==> src/rtl/tdm_sched_pkg.sv <==
// Shared types and constants for the time-division counter scheduler.
// Defaults describe the standard 4-channel, 8-bit configuration.
package tdm_sched_pkg;

    localparam int unsigned DEF_NCH = 4;
    localparam int unsigned DEF_W   = 8;
    localparam int unsigned DEF_CW  = $clog2(DEF_NCH);

    typedef logic [DEF_CW-1:0] ch_idx_t;
    typedef logic [DEF_W-1:0]  cnt_t;

    localparam cnt_t CNT_MAX = '1;

endpackage

==> src/rtl/tdm_slot_ptr.sv <==
// Round-robin slot pointer gated by run; provides binary and one-hot slot.
// NCH must be a power of two so the binary pointer wraps naturally.
module tdm_slot_ptr
    import tdm_sched_pkg::*;
#(
    parameter  int unsigned NCH = DEF_NCH,
    localparam int unsigned CW  = $clog2(NCH)
) (
    input  logic           clk,
    input  logic           reset_n,
    input  logic           i_run,
    output logic [CW-1:0]  o_slot,
    output logic [NCH-1:0] o_slot_oh
);

    logic [CW-1:0]  r_slot;
    logic [NCH-1:0] r_slot_oh;

    // Binary and one-hot pointers advance in lockstep
    always_ff @(posedge clk or negedge reset_n) begin
        if (!reset_n) begin
            r_slot    <= '0;
            r_slot_oh <= NCH'(1);
        end else if (i_run) begin
            r_slot    <= r_slot + CW'(1);
            r_slot_oh <= {r_slot_oh[NCH-2:0], r_slot_oh[NCH-1]};
        end
    end

    assign o_slot    = r_slot;
    assign o_slot_oh = r_slot_oh;

endmodule

==> src/rtl/tdm_counter_sched.sv <==
// NCH logical up-counters sharing one W-bit incrementer, one channel per clock.
// Wrap reloads the channel and raises a tick pulse and a sticky irq flag.
module tdm_counter_sched
    import tdm_sched_pkg::*;
#(
    parameter  int unsigned NCH = DEF_NCH,
    parameter  int unsigned W   = DEF_W,
    localparam int unsigned CW  = $clog2(NCH)
) (
    input  logic           clk,
    input  logic           reset_n,
    input  logic           run,
    input  logic [NCH-1:0] ch_en,
    input  logic           cfg_we,
    input  logic [CW-1:0]  cfg_ch,
    input  logic [W-1:0]   cfg_data,
    input  logic [NCH-1:0] irq_clr,
    input  logic [CW-1:0]  rd_ch,
    output logic [W-1:0]   rd_data,
    output logic [NCH-1:0] tick,
    output logic [NCH-1:0] irq,
    output logic [CW-1:0]  slot
);

    localparam logic [W-1:0] CNT_TOP = '1;

    logic [W-1:0]   r_cnt [NCH];
    logic [W-1:0]   r_rld [NCH];
    logic [W-1:0]   r_rd_data;
    logic [NCH-1:0] r_tick;
    logic [NCH-1:0] r_irq;

    logic [CW-1:0]  w_slot;
    logic [NCH-1:0] w_slot_oh;
    logic [W-1:0]   w_svc_cnt;
    logic [W-1:0]   w_svc_next;
    logic           w_wrap;
    logic           w_cfg_hit;
    logic           w_svc;
    logic [NCH-1:0] w_wrap_oh;

    tdm_slot_ptr #(
        .NCH (NCH)
    ) u_slot_ptr (
        .clk       (clk),
        .reset_n   (reset_n),
        .i_run     (run),
        .o_slot    (w_slot),
        .o_slot_oh (w_slot_oh)
    );

    // Shared datapath: one incrementer for the channel in the current slot
    always_comb begin
        w_svc_cnt  = r_cnt[w_slot];
        w_wrap     = (w_svc_cnt == CNT_TOP);
        w_cfg_hit  = cfg_we && (cfg_ch == w_slot);
        w_svc      = run && ch_en[w_slot] && !w_cfg_hit;
        w_svc_next = w_wrap ? r_rld[w_slot] : (w_svc_cnt + W'(1));
        w_wrap_oh  = (w_svc && w_wrap) ? w_slot_oh : '0;
    end

    // Count/reload storage; a config write overrides the service of its channel
    always_ff @(posedge clk or negedge reset_n) begin
        if (!reset_n) begin
            for (int i = 0; i < NCH; i++) begin
                r_cnt[i] <= '0;
                r_rld[i] <= '0;
            end
        end else begin
            for (int i = 0; i < NCH; i++) begin
                if (cfg_we && (cfg_ch == CW'(i))) begin
                    r_cnt[i] <= cfg_data;
                    r_rld[i] <= cfg_data;
                end else if (w_svc && w_slot_oh[i]) begin
                    r_cnt[i] <= w_svc_next;
                end
            end
        end
    end

    // Tick, sticky irq (set beats clear) and read-back register
    always_ff @(posedge clk or negedge reset_n) begin
        if (!reset_n) begin
            r_tick    <= '0;
            r_irq     <= '0;
            r_rd_data <= '0;
        end else begin
            r_tick    <= w_wrap_oh;
            r_irq     <= (r_irq & ~irq_clr) | w_wrap_oh;
            r_rd_data <= r_cnt[rd_ch];
        end
    end

    assign rd_data = r_rd_data;
    assign tick    = r_tick;
    assign irq     = r_irq;
    assign slot    = w_slot;

endmodule

==> config.mk <==
export PLATFORM = sky130hd
export DESIGN_NAME = tdm_counter_sched
export DESIGN_NICKNAME = d
export VERILOG_FILES = /design/src/rtl/tdm_sched_pkg.sv /design/src/rtl/tdm_slot_ptr.sv /design/src/rtl/tdm_counter_sched.sv
export SDC_FILE = /design/constraint.sdc
export NUM_CORES = 1
export LEC_CHECK = 0
export BUFFER_PORTS_ARGS = -buffer_cell sky130_fd_sc_hd__buf_2
export CAP_MARGIN = 40
export CORE_ASPECT_RATIO = 1.75
export CORE_MARGIN = 1
export CORE_UTILIZATION = 38
export CTS_BUF_LIST = sky130_fd_sc_hd__clkbuf_16
export CTS_CLUSTER_SIZE = 40
export DETAILED_ROUTE_END_ITERATION = 8
export GPL_TIMING_DRIVEN = 0
export PLACE_DENSITY = 0.67
export SLEW_MARGIN = 0
export SYNTH_ARGS = -nofsm -noshare
export SYNTH_HDL_FRONTEND = slang
export SYNTH_SLANG_ARGS = --single-unit
==> constraint.sdc <==
create_clock -name clk -period 2.1 [get_ports clk]
set_input_delay 0 -clock clk [delete_from_list [all_inputs] [get_ports clk]]
set_output_delay 0 -clock clk [all_outputs]
set_load 0.01 [all_outputs]
==> results of run 1 <==
## kinds of logic (layout without fill, tap and decap cells)
| family | count (synthesis) | in the layout |
|---|---|---|
| XOR/XNOR | 4 | 4 |
| flip-flops | 86 | 86 |
| adder cells (fa/ha/maj) | 1 | 1 |
| AND/OR/NAND/NOR | 179 | 179 |
| buffers and inverters | 26 | 113 |
| multiplexers | 35 | 35 |
| AO/OA/AOI/OAI | 69 | 69 |
## flip-flops by register name (all words and copies together) (netlist names)
signal                flops
r_cnt                    32
r_rld                    32
rd_data                   8
irq                       4
tick                      4
u_slot_ptr.o_slot_oh      4
u_slot_ptr.o_slot         2
## cell type report
| class | instances | share of cell area |
|---|---|---|
| Multi-Input combinational cell | 288 | 0.392 |
| Sequential cell | 86 | 0.391 |
| Timing Repair Buffer | 71 | 0.0991 |
| Clock buffer | 9 | 0.0409 |
| Tap cell | 130 | 0.0295 |
| Buffer | 22 | 0.0234 |
| Clock inverter | 7 | 0.0207 |
| Inverter | 4 | 0.00273 |
## cells in the final DEF, fill, tap and decap left out, types with 2 or more instances in the layout
| cell type | netlist | routed |
|---|---|---|
| sky130_fd_sc_hd__nand2b_1 | 2 | 2 |
| sky130_fd_sc_hd__buf_4 | 0 | 21 |
| sky130_fd_sc_hd__xnor2_1 | 3 | 2 |
| sky130_fd_sc_hd__nor2_1 | 23 | 23 |
| sky130_fd_sc_hd__nand4_1 | 7 | 7 |
| sky130_fd_sc_hd__mux2i_2 | 0 | 2 |
| sky130_fd_sc_hd__buf_6 | 2 | 5 |
| sky130_fd_sc_hd__buf_12 | 0 | 3 |
| sky130_fd_sc_hd__a21oi_1 | 22 | 21 |
| sky130_fd_sc_hd__and4_4 | 0 | 4 |
| sky130_fd_sc_hd__clkbuf_1 | 15 | 15 |
| sky130_fd_sc_hd__o21ai_1 | 1 | 4 |
| sky130_fd_sc_hd__o31a_1 | 4 | 4 |
| sky130_fd_sc_hd__mux2i_1 | 7 | 5 |
| sky130_fd_sc_hd__nand2_1 | 106 | 101 |
| sky130_fd_sc_hd__buf_16 | 0 | 2 |
| sky130_fd_sc_hd__o211ai_1 | 20 | 20 |
| sky130_fd_sc_hd__nor2b_1 | 2 | 2 |
| sky130_fd_sc_hd__dlygate4sd3_1 | 0 | 11 |
| sky130_fd_sc_hd__clkbuf_16 | 0 | 9 |
| sky130_fd_sc_hd__nand2_2 | 1 | 6 |
| sky130_fd_sc_hd__nand3_1 | 22 | 21 |
| sky130_fd_sc_hd__dfrtp_1 | 85 | 84 |
| sky130_fd_sc_hd__mux2_2 | 4 | 4 |
| sky130_fd_sc_hd__buf_2 | 2 | 34 |
| sky130_fd_sc_hd__inv_1 | 4 | 5 |
| sky130_fd_sc_hd__a21oi_2 | 1 | 2 |
| sky130_fd_sc_hd__bufinv_16 | 0 | 3 |
| sky130_fd_sc_hd__o22ai_1 | 4 | 3 |
| sky130_fd_sc_hd__mux4_2 | 21 | 23 |
## timing repair
item / in CTS / in global routing
pin swaps: 29 / 10
hold endpoints to repair: 77 / 0
buffers inserted: 19 / 5
setup endpoints to repair: 40 / 40
gates resized for setup: 28 / 24
gates cloned: 1 / 0
hold buffers: 11 / 0
## routing by layer
metal | routed length, um | GRT usage | vias to the layer above
met1 | 4330 | 0.259 | 1765
met2 | 6590 | 0.400 | 185
met4 | 747 | 0.143 | 0
met5 | 0 | 0 | -
li1 | - | - | 1609
met3 | 776 | 0.0436 | 63
## worst max-delay path: cells and delay by family (launching register included)
kind / cells / cell delay, ns
multiplexers: 2 / 0.74
buffers and inverters: 1 / 0.17
AND/OR/NAND/NOR: 2 / 0.35
AO/OA/AOI/OAI: 1 / 0.13
flip-flops: 1 / 0.46
adder cells (fa/ha/maj): 1 / 0.21
## worst paths after layout
| path | to | slack (ns) | depth (start not counted) |
|---|---|---|---|
| max | r_cnt[17] | -0.10 | 7 |
| min in group asynchronous | r_rld[20] | 0.15 | 2 |
| min | r_rld[21] | 0.02 | 3 |
| min reg2reg | r_rld[3] | 0.47 | 2 |
| max in group asynchronous | r_rld[25] | 1.33 | 3 |
| max reg2reg | r_cnt[17] | -0.10 | 7 |
## power by group through the flow
| stage | registers (mW) | logic (mW) | clock network, mW |
|---|---|---|---|
| 2_1_floorplan | 2.07 | 1.37 | 0 |
| 3_3_place_gp | 2.07 | 1.85 | 0 |
| 5_1_grt | 2.11 | 2.73 | 1.88 |
| 6_report | 2.07 | 2.57 | 1.81 |
| 3_5_place_dp | 2.09 | 1.89 | 0 |
| 4_1_cts | 2.06 | 2.33 | 1.82 |
==> flow_summary.yaml, run 1 <==
power:
  seq_power_share: 0.321
  comb_power_share: 0.399
  peakVddDrop_v: 0.000828
  p_sw_mw: 2.15
  power_report.internal_total_mw: 4.30
  leakage_nw: 2.43
  cellPowerDensity_mw_per_mm2: 1170
  design_power_total_mw: 6.45
  switching_share: 0.333
  pwr-share-clk: 0.280
global_route:
  first_pass_grt_wire_length_mm: 19.5
  globalRoute.totalOverflow: 0
  grt_antenna_before_repair: 0
  via_count_of_the_first_global_routing_pass: 3617
  track_usage: 0.234
  grt_start_max_net_pins: 55
clock_network:
  numClockSinks: 86
  cts-root-to-sink-buffers: 2
  ctsHtreeMaxLevel: 3
  cts_tree: "done"
  clock_tree.root_cell: "sky130_fd_sc_hd__clkbuf_16"
  worst_skew_pair.late_latency_ns: 0.34
  clk_pin_slew_ns: 0.06
  cts_buffers: 9
detailed_routing:
  first_iter_violations: 435
  num_vias: 3622
  post_drt_via_cell_ratio: 5.87
  drt_pass1_iterations: 8
  wl_mm: 12.4
  drtAntennaViolNets: 0
  detail_route.drc_violations: 0
  detail_route.wl_per_cell_um: 20.2
sta:
  worst-slew-pin-transition_ns: 0.802
  fin_tns_setup_ns: -1.79
  timing.fmax_mhz: 454
  rsz_0062_raised_after_global_routing: "yes"
  setup_viol: 24
  hold_ws_ns: 0.0222
  layout_min_cycle_time_ns: 2.20
  hold_viol: 0
  timing.final.ws_setup_ns: -0.104
  final.setup_skew_ns: 0.00510
  timing.slew.headroom: 0.465
  fin_crit_sh: 1.05
  slew_violations: 0
yosys:
  synth_cells: 400
  synth.largest_area_cell: "sky130_fd_sc_hd__dfrtp_1"
  ys.warnings.count: 0
  yosysMostFrequentCell: "sky130_fd_sc_hd__nand2_1"
  synthSimpleGateAreaFrac: 0.189
  yosysTopAreaCellShare: 0.498
  synth_top_family_by_area: "simple AND/OR/NAND/NOR gates"
  synth_edf_count: 0
  synth.mux.area_fraction: 0.156
  xor_xnor_cell_area_share_of_the_yosys_netlist: 0.00821
  synthesis.area_per_instance_um2: 10.7
  synth.lib_cells_used.distinct: 51
  postSynth.asyncResetShare: 1.00
  synthTopCellsByArea: "sky130_fd_sc_hd__dfrtp_1, sky130_fd_sc_hd__mux4_2, sky130_fd_sc_hd__nand2_1"
  synth-seq-cells: 86
  dominantRegCellSynth: "sky130_fd_sc_hd__dfrtp_1"
  seq_area_frac_synth: 0.505
  synth_area_mm2: 0.00427
  synth-adder-area-share: 0.00293
  synthesis.nets: 425
  most_instantiated_cells_after_synthesis: "sky130_fd_sc_hd__nand2_1, sky130_fd_sc_hd__dfrtp_1, sky130_fd_sc_hd__nor2_1"
  complex_gate_fraction_of_the_synthesized_area: 0.112
worst_hold_path:
  min_from: "cfg_data[5]"
  min-delay-path-class: "in -> reg"
critical_path:
  criticalPathCategory: "reg -> reg"
  setup.worst_path.start_class: "register"
  cp_cell_sequence: "buf_12, mux4_2, ha_4, nand2_4, nor3_4, mux2i_2, o211ai_1"
  critical_path_arrival_ns: 2.42
  crit_path_max_fanout: 7
  setup.worst_path.start: "u_slot_ptr.o_slot[0]"
  timing.critical_path.required_ns: 2.31
  r2r-start: "u_slot_ptr.o_slot[0]"
  cpMaxStageDelayCell: "sky130_fd_sc_hd__dfrtp_2"
  timing.critical_path.slowest_cell_delay_ns: 0.46
  critical_path.endpoint_type: "register"
cells_and_area:
  postLayoutCellArea_mm2: 0.00551
  nets: 507
  storage_element_area_mm2: 0.00215
  multiInputGateArea_mm2: 0.00216
  share_of_the_core_filled_with_cells: 0.509
  antenna_cells_inserted: 0
  fillCellCount: 946
  fin_cells: 617
  post_route_cells_drive_above_1_share: 0.296
  area_growth_pct: 29.0
placed_design:
  port-buffer-count: 34
  finalWeightedCongestion: 0.980
  dpl_cell_area_mm2: 0.00465
  hpwl_mm: 8.65
  place_inst: 565
  post-place-ws_ns: -0.417
outcome:
  run_status: "finished with violations"
  failed_checks: "negative setup slack"
run:
  cap_viol_max_count: 0
floorplan:
  fp.dieH_um: 142
  number_of_rows_in_the_core_area: 50
  core_area_mm2: 0.0108
  io_pins: 42
  die-width_um: 82.1
  floorplan.die_area_mm2: 0.0117
  floorplan.initialDensity: 0.394
Power figures use the tool's default switching activity.
==> run 2, diff against run 1 <==
==> constraint.sdc (replaced) <==
create_clock -name clk -period 2.1 [get_ports clk]
set_input_delay 0.21 -clock clk [delete_from_list [all_inputs] [get_ports clk]]
set_output_delay 0.21 -clock clk [all_outputs]
set_load 0.01 [all_outputs]
==> run 2 against run 1 <==
The flow still finishes with violations (negative setup slack). Non-clock buffer count decreased by 10. Critical path depth unchanged. Sequential power about the same. Utilization decreased by 0.92 points. Largest cell class unchanged.
==> flow_summary.yaml, run 2 (synthesized netlist as in run 1, its figures left out) <==
outcome:
  run_status: "finished with violations"
  failed_checks: "negative setup slack"
power:
  leakage_nw: 2.39
  cellPowerDensity_mw_per_mm2: 1190
  design_power_total_mw: 6.44
  peakVddDrop_v: 0.000829
clock_network:
  numClockSinks: 86
  ctsHtreeMaxLevel: 3
  cts_buffers: 9
  clk_pin_slew_ns: 0.06
  worst_skew_pair.late_latency_ns: 0.34
  cts-root-to-sink-buffers: 2
  cts_tree: "done"
  clock_tree.root_cell: "sky130_fd_sc_hd__clkbuf_16"
floorplan:
  number_of_rows_in_the_core_area: 50
  floorplan.initialDensity: 0.394
  floorplan.die_area_mm2: 0.0117
  core_area_mm2: 0.0108
  die-width_um: 82.1
  fp.dieH_um: 142
  io_pins: 42
detailed_routing:
  first_iter_violations: 440
  drt_pass1_iterations: 5
  detail_route.wl_per_cell_um: 20.6
  drtAntennaViolNets: 0
  num_vias: 3613
  detail_route.drc_violations: 0
  post_drt_via_cell_ratio: 5.95
  wl_mm: 12.5
worst_hold_path:
  hold_path_end: "irq[0]"
  min-delay-path-class: "in -> reg"
  min_path_cells: 2
  min_from: "irq_clr[0]"
global_route:
  grt_antenna_before_repair: 0
  first_pass_grt_wire_length_mm: 19.4
  track_usage: 0.233
  via_count_of_the_first_global_routing_pass: 3607
  grt_start_max_net_pins: 55
  globalRoute.totalOverflow: 0
critical_path:
  regToRegEndpoint: "r_cnt[25]"
  cpMaxStageDelayCell: "sky130_fd_sc_hd__dfrtp_2"
  setup.worst_path.start_class: "register"
  critical_path.endpoint_type: "register"
  crit_path_max_fanout: 5
  regToRegSetupSlack_ns: -0.11
  timing.critical_path.slowest_cell_delay_ns: 0.46
  criticalPathCategory: "reg -> reg"
  critical_path.n_buffers_inverters: 2
  r2r-start: "u_slot_ptr.o_slot[0]"
  r2r_cells: 7
  cp_cell_sequence: "buf_12, buf_16, mux4_2, nand3_4, nor3_4, mux2i_2, o211ai_1"
  cp_top_family: "multiplexers"
  timing.critical_path.required_ns: 2.32
  worstSetupPathDepth: 7
  critical_path_arrival_ns: 2.42
sta:
  fin_crit_sh: 1.05
  final.setup_skew_ns: 0.00636
  hold_viol: 0
  timing.fmax_mhz: 453
  rsz_0062_raised_after_global_routing: "yes"
  timing.slew.headroom: 0.466
  slew_violations: 0
  layout_min_cycle_time_ns: 2.21
  setup_viol: 24
  timing.final.ws_setup_ns: -0.109
  worst-slew-pin-transition_ns: 0.800
placed_design:
  place_inst: 565
  post-place-ws_ns: -0.417
  finalWeightedCongestion: 0.980
  hpwl_mm: 8.65
  dpl_cell_area_mm2: 0.00465
  port-buffer-count: 34
cells_and_area:
  nets: 497
  postLayoutCellArea_mm2: 0.00541
  commonest_non_fill_non_tap_cell_in_the_layout: "sky130_fd_sc_hd__nand2_1"
  fillCellCount: 951
  share_of_the_core_filled_with_cells: 0.499
  antenna_cells_inserted: 0
  post_route_cells_drive_above_1_share: 0.302
  area_growth_pct: 26.6
  fin_cells: 607
  final_cell_mix: "sky130_fd_sc_hd__nand2_1, sky130_fd_sc_hd__dfrtp_1, sky130_fd_sc_hd__buf_2"
run:
  cap_viol_max_count: 0
-- run 2: cell types whose count changed in the layout (fill, tap and decap cells not counted) --
cell,delta
sky130_fd_sc_hd__dlygate4sd3_1,-10
-- run 2: final cells by class --
type                            instances  area, um2  share of cell area
Sequential cell                        86       2150               0.399
Tap cell                              130        163              0.0301
Clock buffer                            9        225              0.0417
Multi-Input combinational cell        288       2160               0.400
Buffer                                 22        129              0.0238
Clock inverter                          7        114              0.0211
Inverter                                4       15.0             0.00278
Timing Repair Buffer                   61        445              0.0824
-- run 2: worst max path at each step --
stage / startpoint / to / slack, ns
floorplan: u_slot_ptr.o_slot[0] / r_cnt[13] / 0.005
finish: u_slot_ptr.o_slot[0] / r_cnt[25] / -0.11
detailed placement: u_slot_ptr.o_slot[1] / r_cnt[19] / -0.42
global placement: u_slot_ptr.o_slot[1] / r_cnt[21] / -0.38
CTS: u_slot_ptr.o_slot[0] / r_cnt[17] / -0.1
global route: u_slot_ptr.o_slot[0] / r_cnt[25] / -0.18
-- run 2: metrics by stage --
| step | hold WS [ns] | setup TNS (ns) |
|---|---|---|
| floorplan | -0.0856 | 0 |
| global placement | 0.398 | -11.50 |
| detailed placement | 0.196 | -13.08 |
| CTS | 0.0540 | -1.80 |
| global route | 0.0573 | -3.82 |
| finish | 0.0516 | -1.65 |
-- run 2: what timing repair did --
item,4_1_cts,5_1_grt
endpoints found under the setup margin,40,40
pin swaps,29,10
hold endpoints to repair,31,0
cloned,1,0
resized for setup,28,24
buffers inserted,19,5
hold buffers,1,0
-- run 2: worst reg2reg max path, delay by kind of cell (launching register included) --
family / cells / cell delay, ns
flip-flops: 1 / 0.46
buffers and inverters: 2 / 0.28
multiplexers: 2 / 0.77
AO/OA/AOI/OAI: 1 / 0.13
AND/OR/NAND/NOR: 2 / 0.43
-- run 2: routing by layer --
layer / global-route usage / vias to the layer above / share of wire
met4: 0.143 / 0 / 0.057
met5: 0 / - / 0
met2: 0.400 / 186 / 0.54
li1: - / 1595 / -
met3: 0.0436 / 57 / 0.063
met1: 0.258 / 1775 / 0.34
-- run 2: power by group --
group | internal (mW) | total (mW) | leakage (nW) | switching [mW]
registers | 1.91 | 2.07 | 1.06 | 0.163
clock network | 1.16 | 1.81 | 0.164 | 0.657
logic | 1.22 | 2.55 | 1.16 | 1.33
total | 4.29 | 6.44 | 2.39 | 2.15
==> run 3, diff against run 2 <==
--- a/config.mk
+++ b/config.mk
@@ -15,6 +15,7 @@
 export DETAILED_ROUTE_END_ITERATION = 8
 export GPL_TIMING_DRIVEN = 0
 export PLACE_DENSITY = 0.67
+export RECOVER_POWER = 100
 export SLEW_MARGIN = 0
 export SYNTH_ARGS = -nofsm -noshare
 export SYNTH_HDL_FRONTEND = slang
==> run 3 against run 2 <==
The run still ends with negative setup slack left. Sequential share of layout area grew 0.33 points. Global-route usage is the same. Non-clock buffer count is the same. Combinational power is essentially flat. Clock power is essentially flat. Die area is the same. Sequential power is essentially flat. First-iteration DRC count grew 1.1%. Critical path type unchanged.
==> flow_summary.yaml, run 3 (synthesized netlist as in run 1, its figures left out) <==
outcome:
  run_status: "finished with violations"
  failed_checks: "negative setup slack"
detailed_routing:
  post_drt_via_cell_ratio: 5.95
  detail_route.drc_violations: 0
  drtAntennaViolNets: 0
  detail_route.wl_per_cell_um: 20.6
  first_iter_violations: 445
  drt_pass1_iterations: 5
  num_vias: 3609
  wl_mm: 12.5
critical_path:
  timing.critical_path.slowest_cell_delay_ns: 0.46
  cp_cell_sequence: "buf_12, buf_16, mux4_2, nand3_4, nor3_4, mux2i_2, o211ai_1"
  critical_path.endpoint_type: "register"
  worstSetupPathDepth: 7
  crit_path_max_fanout: 5
  cp_top_family: "multiplexers"
  setup.worst_path.start_class: "register"
  criticalPathCategory: "reg -> reg"
  timing.critical_path.required_ns: 2.32
  critical_path.n_buffers_inverters: 2
  critical_path_arrival_ns: 2.43
  r2r_cells: 7
  cpMaxStageDelayCell: "sky130_fd_sc_hd__dfrtp_2"
power:
  pwr-share-clk: 0.283
  power_report.internal_total_mw: 4.27
  switching_share: 0.336
  design_power_total_mw: 6.43
  peakVddDrop_v: 0.000829
  p_sw_mw: 2.16
  leakage_nw: 2.32
  cellPowerDensity_mw_per_mm2: 1200
  seq_power_share: 0.323
  comb_power_share: 0.394
cells_and_area:
  fillCellCount: 963
  post_route_cells_drive_above_1_share: 0.266
  area_growth_pct: 25.6
  commonest_non_fill_non_tap_cell_in_the_layout: "sky130_fd_sc_hd__nand2_1"
  nets: 497
  antenna_cells_inserted: 0
  share_of_the_core_filled_with_cells: 0.495
  final_cell_mix: "sky130_fd_sc_hd__nand2_1, sky130_fd_sc_hd__dfrtp_1, sky130_fd_sc_hd__clkbuf_1"
floorplan:
  core_area_mm2: 0.0108
  io_pins: 42
  die-width_um: 82.1
  floorplan.die_area_mm2: 0.0117
  fp.dieH_um: 142
  number_of_rows_in_the_core_area: 50
  floorplan.initialDensity: 0.394
clock_network:
  clock_tree.root_cell: "sky130_fd_sc_hd__clkbuf_16"
  cts_tree: "done"
  cts_buffers: 9
  cts-root-to-sink-buffers: 2
  numClockSinks: 86
  clk_pin_slew_ns: 0.07
  ctsHtreeMaxLevel: 3
  worst_skew_pair.late_latency_ns: 0.35
global_route:
  globalRoute.totalOverflow: 0
  first_pass_grt_wire_length_mm: 19.4
  grt_antenna_before_repair: 0
  grt_start_max_net_pins: 55
  via_count_of_the_first_global_routing_pass: 3607
  track_usage: 0.233
sta:
  slew_violations: 0
  hold_viol: 0
  timing.fmax_mhz: 452
  rsz_0062_raised_after_global_routing: "yes"
  setup_viol: 24
  timing.final.ws_setup_ns: -0.111
  fin_tns_setup_ns: -1.64
  hold_ws_ns: 0.0480
  worst-slew-pin-transition_ns: 0.826
  fin_crit_sh: 1.05
  layout_min_cycle_time_ns: 2.21
  final.setup_skew_ns: 0.00722
  timing.slew.headroom: 0.449
placed_design:
  port-buffer-count: 34
  finalWeightedCongestion: 0.980
  hpwl_mm: 8.65
worst_hold_path:
  min_path_cells: 2
  min-delay-path-class: "in -> reg"
run:
  cap_viol_max_count: 0
==> run 3: cell types whose count changed in the layout (fill, tap and decap cells not counted) <==
cell | previous run | this run
sky130_fd_sc_hd__buf_16 | 2 | 1
sky130_fd_sc_hd__buf_4 | 21 | 20
sky130_fd_sc_hd__clkbuf_4 | 0 | 1
sky130_fd_sc_hd__buf_2 | 34 | 17
sky130_fd_sc_hd__clkbuf_2 | 1 | 2
sky130_fd_sc_hd__clkbuf_1 | 15 | 32
==> run 3: repair_timing <==
item,in CTS,in global routing
endpoints found under the hold margin,31,0
pin swaps,29,10
setup buffers,19,5
cloned,1,0
endpoints found under the setup margin,40,40
hold buffers,1,0
gates resized for setup,28,24
==> run 3: per-stage QoR <==
step | std cells | setup WS, ns | instance area, um2
floorplan | 400 | 0.00452 | 4290
global placement | 564 | -0.382 | 4620
detailed placement | 565 | -0.417 | 4650
CTS | 602 | -0.0970 | 5280
global route | 607 | -0.180 | 5360
finish | 607 | -0.111 | 5360
==> run 3: layer usage <==
| metal | track usage | vias up | wire, um |
|---|---|---|---|
| li1 | - | 1591 | - |
| met1 | 0.258 | 1751 | 4340 |
| met2 | 0.400 | 203 | 6720 |
| met3 | 0.0436 | 64 | 758 |
| met4 | 0.143 | 0 | 668 |
| met5 | 0 | - | 0 |
==> run 3: worst reg2reg max path, delay by kind of cell (launching register included) <==
family	cells	cell delay [ns]
DFF	1	0.46
AOI/OAI and AO/OA	1	0.13
muxes	2	0.76
buffers and inverters	2	0.29
and+or+nand+nor	2	0.44
==> run 3: power groups by stage <==
stage	registers (mW)	logic (mW)	clock network, mW
after floorplan	2.07	1.37	0
after global placement	2.07	1.85	0
after detailed placement	2.09	1.89	0
after CTS	2.06	2.31	1.82
after global routing	2.11	2.70	1.88
final	2.07	2.54	1.82
==> run 3: cell type report <==
class,instances,area (um2),share of cell area
plain buffers,22,129,0.0240
clock buffers,9,225,0.0420
clock inverters,7,114,0.0212
inverters,4,15.0,0.00280
multi-input cells,288,2160,0.403
flip-flops and latches,86,2150,0.402
well taps,130,163,0.0303
repair buffers,61,402,0.0749
==> run 3: final timing paths <==
check                      slack [ns]        end            startpoint
max                             -0.11  r_cnt[25]  u_slot_ptr.o_slot[0]
min                              0.05     irq[2]            irq_clr[2]
max reg2reg                     -0.11  r_cnt[25]  u_slot_ptr.o_slot[0]
min reg2reg                      0.48   r_rld[3]              r_rld[3]
max in group asynchronous        0.30  r_rld[25]               reset_n
min in group asynchronous        0.49  r_rld[20]               reset_n
